`src/rtl/uart_rx.sv`:
```
// 8N1 UART receiver: two-flop synchronizer, mid-bit sampling FSM, and
// single-cycle rx_valid / rx_error strobes with rx_byte holding the last good byte.
module uart_rx #(
  parameter int CLKS_PER_BIT = 104,
  parameter int CNT_BITS     = 7
) (
  input  logic       clk,
  input  logic       rst,
  input  logic       rx,
  output logic       rx_valid,
  output logic [7:0] rx_byte,
  output logic       rx_error,
  output logic       is_receiving
);

  // state     | meaning
  // IDLE      | line idle, waiting for a falling edge on rx_s
  // START     | counting to mid start bit to confirm it is still low
  // DATA      | sampling 8 data bits at mid-bit, LSB first
  // STOP      | sampling the stop bit at mid-bit
  // WAIT_IDLE | framing error seen, waiting for the line to return high
  localparam logic [2:0] IDLE      = 3'd0;
  localparam logic [2:0] START     = 3'd1;
  localparam logic [2:0] DATA      = 3'd2;
  localparam logic [2:0] STOP      = 3'd3;
  localparam logic [2:0] WAIT_IDLE = 3'd4;

  localparam logic [CNT_BITS-1:0] HALF_M1 = CNT_BITS'(CLKS_PER_BIT / 2 - 1);
  localparam logic [CNT_BITS-1:0] FULL_M1 = CNT_BITS'(CLKS_PER_BIT - 1);
  localparam logic [CNT_BITS-1:0] CNT_ONE = CNT_BITS'(1);

  logic                rx_meta_q, rx_s_q;
  logic [2:0]          state_q, state_d;
  logic [CNT_BITS-1:0] cnt_q, cnt_d;
  logic [2:0]          bit_idx_q, bit_idx_d;
  logic [7:0]          shift_q, shift_d;
  logic [7:0]          byte_q, byte_d;
  logic                valid_q, valid_d;
  logic                error_q, error_d;

  // Synchronizer flops reset high so the line reads idle out of reset.
  always_ff @(posedge clk or posedge rst) begin
    if (rst) begin
      rx_meta_q <= 1'b1;
      rx_s_q    <= 1'b1;
    end else begin
      rx_meta_q <= rx;
      rx_s_q    <= rx_meta_q;
    end
  end

  always_comb begin
    state_d   = state_q;
    cnt_d     = cnt_q;
    bit_idx_d = bit_idx_q;
    shift_d   = shift_q;
    byte_d    = byte_q;
    valid_d   = 1'b0;
    error_d   = 1'b0;
    case (state_q)
      IDLE: begin
        if (!rx_s_q) begin
          state_d = START;
          cnt_d   = '0;
        end
      end
      START: begin
        if (cnt_q == HALF_M1) begin
          cnt_d = '0;
          if (!rx_s_q) begin
            state_d   = DATA;
            bit_idx_d = 3'd0;
          end else begin
            state_d = IDLE;
          end
        end else begin
          cnt_d = cnt_q + CNT_ONE;
        end
      end
      DATA: begin
        if (cnt_q == FULL_M1) begin
          cnt_d              = '0;
          shift_d[bit_idx_q] = rx_s_q;
          bit_idx_d          = bit_idx_q + 3'd1;
          if (bit_idx_q == 3'd7) state_d = STOP;
        end else begin
          cnt_d = cnt_q + CNT_ONE;
        end
      end
      STOP: begin
        if (cnt_q == FULL_M1) begin
          cnt_d = '0;
          if (rx_s_q) begin
            byte_d  = shift_q;
            valid_d = 1'b1;
            state_d = IDLE;
          end else begin
            error_d = 1'b1;
            state_d = WAIT_IDLE;
          end
        end else begin
          cnt_d = cnt_q + CNT_ONE;
        end
      end
      WAIT_IDLE: begin
        if (rx_s_q) state_d = IDLE;
      end
      default: state_d = IDLE;
    endcase
  end

  always_ff @(posedge clk or posedge rst) begin
    if (rst) begin
      state_q   <= IDLE;
      cnt_q     <= '0;
      bit_idx_q <= 3'd0;
      shift_q   <= 8'h00;
      byte_q    <= 8'h00;
      valid_q   <= 1'b0;
      error_q   <= 1'b0;
    end else begin
      state_q   <= state_d;
      cnt_q     <= cnt_d;
      bit_idx_q <= bit_idx_d;
      shift_q   <= shift_d;
      byte_q    <= byte_d;
      valid_q   <= valid_d;
      error_q   <= error_d;
    end
  end

  assign rx_valid     = valid_q;
  assign rx_error     = error_q;
  assign rx_byte      = byte_q;
  assign is_receiving = (state_q != IDLE);

endmodule

```
`config.mk`:
```
export PLATFORM = sky130hd
export DESIGN_NAME = uart_rx
export DESIGN_NICKNAME = d
export VERILOG_FILES = /design/src/rtl/uart_rx.sv
export SDC_FILE = /design/constraint.sdc
export NUM_CORES = 1
export LEC_CHECK = 0
export ABC_AREA = 1
export BUFFER_PORTS_ARGS = -buffer_cell sky130_fd_sc_hd__buf_4
export CORE_MARGIN = 3
export CORE_UTILIZATION = 45
export CTS_BUF_LIST = sky130_fd_sc_hd__clkbuf_4 sky130_fd_sc_hd__clkbuf_8 sky130_fd_sc_hd__clkbuf_16
export CTS_CLUSTER_DIAMETER = 80
export DETAILED_ROUTE_END_ITERATION = 8
export GPL_ROUTABILITY_DRIVEN = 0
export GPL_TIMING_DRIVEN = 0
export HOLD_SLACK_MARGIN = 0.1
export MAX_ROUTING_LAYER = met4
export PLACE_DENSITY = 0.7
export SLEW_MARGIN = 0
export SYNTH_ARGS = -nofsm -noshare
export SYNTH_HDL_FRONTEND = slang
export SYNTH_SLANG_ARGS = --single-unit
```
`constraint.sdc`:
```
create_clock -name clk -period 1.6 [get_ports clk]
set_clock_uncertainty 0.15 [all_clocks]
set_input_delay 0.08 -clock clk [delete_from_list [all_inputs] [get_ports clk]]
set_output_delay 0.08 -clock clk [all_outputs]
set_load 0.02 [all_outputs]
```
== Yosys cells after proc, flatten, opt, wreduce, memory -nomap -nowiden ==
Cells that the tools add are included.
Storage, ports and cells
  register bits after elaboration: 33
  input port bits: 3
  word-level logic and storage cells: 64
Operators by class
  $add $sub $neg: 2
  magnitude comparators: 2
  equal/unequal tests: 14
  multiplexer cells: 26
  reduce and logical (&&, ||, !) cells: 11
Operators with widths (count)
  two-way mux 3 bit: 10
  two-way mux 7 bit: 3
  case mux 7 bit (3 select lines): 1
  case mux 3 bit (5 select lines): 1
  inequality test 2 bit, second input constant: 7
  bitwise mux 8 bit: 1
  adder 7 x 1 -> 7 bit, second input constant: 1
  equality test 7 x 6 -> 1 bit, second input constant: 1
  equality test 7 bit, second input constant: 1
  two-way mux 1 bit: 7
  equality test 3 x 2 -> 1 bit, second input constant: 2
  equality test 3 bit, second input constant: 2
  case mux 3 bit (2 select lines): 1
  AND reduction 6 bit: 1
  nonzero test 3 bit: 2
  less-than comparator 3 x 4 -> 1 bit, second input constant: 1
  AND reduction 2 bit: 2
  AND reduction 4 bit: 1
  adder 3 x 1 -> 3 bit, second input constant: 1
  demux 1 bit (select 3 bit): 1
  equality test 3 x 1 -> 1 bit, second input constant: 1
  greater-or-equal comparator 3 x 1 -> 1 bit, second input constant: 1
  zero test 3 bit: 1
  AND reduction 3 bit: 1
  other kinds (4): 4

== Logic depth before layout (Yosys ltp) ==
  word-level depth: 5
  depth in mapped cells: 10

== Worst setup path before layout ==
OpenSTA, ideal clock, no wires.
  kind: reg2reg
  from: register cnt_q[0]
  to: register shift_q[1]
  data arrival time: 1.315 ns
  path slack: 0.010 ns
  cell stages (with the launch flop): 10
  buffers on the path: 1
  clock period less this slack: 1.590 ns
  path through: dfrtp_1 ha_1 nand2_2 nor2_4 nand2_4 nor2_4 buf_6 nand3_1 nand2_1 o21ai_1
On the way
  cells in the longest elaborated chain, start to end: 2
Ends and longest elaborated chain
  from (decl): line 34  | logic [CNT_BITS-1:0] cnt_q, cnt_d;
  from (signal assigned): line 123  | cnt_q <= cnt_d;
  equality test 7 bit: line 81  | if (cnt_q == FULL_M1) begin
  AND reduction 2 bit (no source line)
  to (signal assigned): line 125  | shift_q <= shift_d;
  to (decl): line 36  | logic [7:0] shift_q, shift_d;
Every way passes these cells.
A chain may end at the register's enable or synchronous reset.

== Worst setup path in the final report ==
  from: register cnt_q[0]
  to: register shift_q[0]
Same word-level chain as after synthesis.

==> impl_metrics.json <==
{
  "run_status": "complete, but fails checks",
  "violations": "negative setup slack",
  "routed_wirelength_mm": 3.753,
  "grt_pass1_vias": 1336,
  "drc_errors": 0,
  "synth_top_family_by_area": "simple AND/OR/NAND/NOR gates",
  "n_antenna_cell": 0,
  "clk_path_buf_depth": 2,
  "die-area_um2": 4292,
  "grt_max_degree": 34,
  "drt.antenna.violating_nets": 0,
  "ctsHtreeMaxLevel": 2,
  "crit_fanout": 8,
  "synth.area.top_cells": "dfrtp_1, nand2_1, inv_1, nand3_1, o21ai_0",
  "design_area_um2": 2121,
  "grt_first_pass_wirelength_mm": 5.947,
  "yosys.area_share.adder_pct": 2.355,
  "worstPathRequired_ps": 1680,
  "crit_path_start_kind": "flop",
  "num_vias": 1404,
  "synth_mux_area_share_pct": 0,
  "min_path_type": "input pin to asynchronous set/reset pin",
  "rows": 20,
  "mappedNetlistArea_um2": 1594,
  "cap_violations": 0,
  "drt-initial-drc-count": 38,
  "cp.arrival_ps": 1730,
  "yosysMostFrequentCell": "nand2_1",
  "wl_per_cell_um": 13.80,
  "endpoint_kind": "flop",
  "postSynthAreaPerCell_um2": 8.259,
  "setup_viol": 10,
  "p_switching_mw": 0.2956,
  "cpLargestDelayFamily": "simple AND/OR/NAND/NOR gates",
  "hold_violations": 0,
  "cts_tree": "built",
  "die_x_um": 65.52,
  "maxSlewHeadroom_pct": 59.17,
  "grt-ovfl-total": 0,
  "setup_tns_ps": -289.2,
  "ys_seq_area_share_pct": 51.96,
  "synthSimpleGateAreaFrac_pct": 29.51,
  "tightest_slew_ps": 608.7,
  "dp_cells": 250,
  "grt.total_usage_pct": 19.05,
  "cpPeakStageDelay_ps": 410,
  "async_reset_ff_share_pct": 100.0,
  "ir_drop_v": 0.0004229,
  "start_util_pct": 49.77,
  "crit_type": "flop to flop",
  "cts_buffers": 5,
  "synth_nets": 199,
  "core-area_um2": 3203,
  "fin_util_pct": 66.21,
  "final_cell_count_no_fill": 272,
  "p_int_mw": 1.106,
  "syn_to_final_growth_pct": 33.05,
  "worst_slack_ps": -49.25,
  "syn_inst": 193,
  "cts_sinks": 33,
  "synth-seq-cells": 33,
  "yosys-top-cells-count": "nand2_1, dfrtp_1, inv_1",
  "yosysWarnings": 0,
  "p_per_area_nw_per_um2": 661.1,
  "clk_latency_ps": 330,
  "finalCritPeriodShare_pct": 103.1,
  "postPlaceCellArea_um2": 1747,
  "drive_gt1_share_pct": 34.21,
  "power.leakage_nw": 1.066,
  "postSynth.topFlopCell": "dfrtp_1",
  "fin_crit_ps": 1649,
  "die_y_um": 65.52,
  "synthXorXnorAreaFrac_pct": 0.5495,
  "seq_power_share_pct": 60.0,
  "critical-path-slowest-cell": "dfrtp_1",
  "layout.nets": 233,
  "finalMaxSlewViolations": 0,
  "io_pins": 14,
  "clockPowerShare_pct": 36.8,
  "rsz0062_at_grt": "yes",
  "port_buffers": 13,
  "ctsRootBufferMaster": "clkbuf_4",
  "path_clk_slew_ps": 100,
  "synth_top_area_share_pct": 48.67,
  "synth_top_area_cell": "dfrtp_1",
  "swShare_pct": 21.09,
  "cp_num_buf_inv": 1,
  "yosysUniqueCellTypes": 22,
  "dr.pass1.iters": 4,
  "dpl.hpwl_mm": 2.247,
  "p_comb_share_pct": 3.2,
  "grt_antenna_before_repair": 0,
  "crit_chain": "ha_4 > nand2_4 > nor2_4 > nand2_4 > nor2_4 > buf_6 > nand3_2 > nand2_1 > o21ai_1",
  "synth-compound-area-share_pct": 8.477,
  "max_freq_mhz": 606.3,
  "synth_edf_count": 0,
  "vias_per_cell": 5.162
}
-- worst reg2reg max path, stage by stage, from the launching register on --
cell and delay, ps:
dfrtp_1 410, ha_4 180, nand2_4 70, nor2_4 120, nand2_4 120, nor2_4 150
buf_6 140, nand3_2 80, nand2_1 70, o21ai_1 60
-- sequential cells by signal (all words and copies together) (netlist names) --
signal     cells
rx_error       1
rx_valid       1
bit_idx_q      3
rx_meta_q      1
rx_s_q         1
shift_q        8
state_q        3
rx_byte        8
cnt_q          7
-- area by class of cell --
class                      count  area, µm²
inverter                      26      97.59
tap                           44      55.05
fill                         276       1082
clock buffer                   8      66.31
multi-input combinational    132      807.0
buffer                         2      22.52
sequential                    33      829.5
timing repair buffer          27      242.7
-- metrics by stage --
step                      power (mW)  hold slack, ps  setup slack [ps]
after floorplan               0.8746          -65.52             9.695
after global placement        0.8842           39.31            -128.8
after detailed placement      0.8849           39.51            -169.7
after CTS                      1.400          -45.97            -39.64
after global routing           1.459           170.4            -138.3
final                          1.402           147.5            -49.25
-- timing repair --
action                                  4_1_cts  5_1_grt
pin swaps                                     5        6
cloned                                        1        0
buffers inserted                              7        3
hold endpoints to repair                     32       31
hold buffers                                  1        1
endpoints found under the setup margin       27       25
resized for setup                            16       44
-- power groups by stage --
stage	clock network, mW	registers [mW]	logic [mW]
final	0.516	0.841	0.0454
after CTS	0.529	0.840	0.0302
after floorplan	0	0.856	0.0188
after global routing	0.568	0.841	0.0504
after detailed placement	0	0.857	0.0282
after global placement	0	0.856	0.0278
-- final timing paths --
kind                         endpoint  slack (ps)      start  cells after the start
setup / recovery           shift_q[0]         -50   cnt_q[0]                      9
hold / removal             rx_byte[7]         150        rst                      3
setup reg to reg           shift_q[0]         -50   cnt_q[0]                      9
hold reg to reg                rx_s_q         210  rx_meta_q                      0
max in group asynchronous   rx_meta_q         620        rst                      4
min in group clk               rx_s_q         210  rx_meta_q                      0
-- cells by family (layout without fill, tap and decap cells) --
group / count (synthesis) / after routing
simple gates: 101 / 101
fa+ha+maj: 3 / 3
xor+xnor: 1 / 1
compound gates: 27 / 27
flops: 33 / 33
buf+inv: 28 / 63
-- routing by layer --
| metal | GRT usage, % | vias up | wire [µm] |
|---|---|---|---|
| met5 | - | - | 0 |
| met4 | 9.326 | 0 | 87 |
| met3 | 3.590 | 10 | 166 |
| met2 | 32.62 | 46 | 1910 |
| met1 | 21.35 | 662 | 1588 |
| li1 | - | 686 | - |
-- cell usage in the layout (no fill, tap or decap) --
cell type      netlist  layout
dlygate4sd3_1        0       2
inv_1               26      24
o21ai_1              8      14
ha_4                 0       1
ha_1                 3       2
nand3_2              1       6
nand2_1             55      44
xor2_1               1       1
dfrtp_1             31      30
nor2_2               2       2
clkbuf_8             0       1
buf_16               0       1
nand2_2              1      11
nor3_1               2       2
clkbuf_4             0       7
and3_1               1       1
clkinv_1             0       1
nand2_4              1       2
buf_4                0      20
dfrtp_2              0       1
buf_6                1       6
nand3_1             18      11
a21oi_1              6       5
a21oi_2              0       1
nor3_4               2       2
dfstp_2              2       2
nor2_4               2       7
nand4_1              1       1
o21ai_0             13       2
nand3_4              0       2
inv_2                0       1
nor2_1              15      10
o21ai_2              0       5
(Power assumes the default switching activity.)
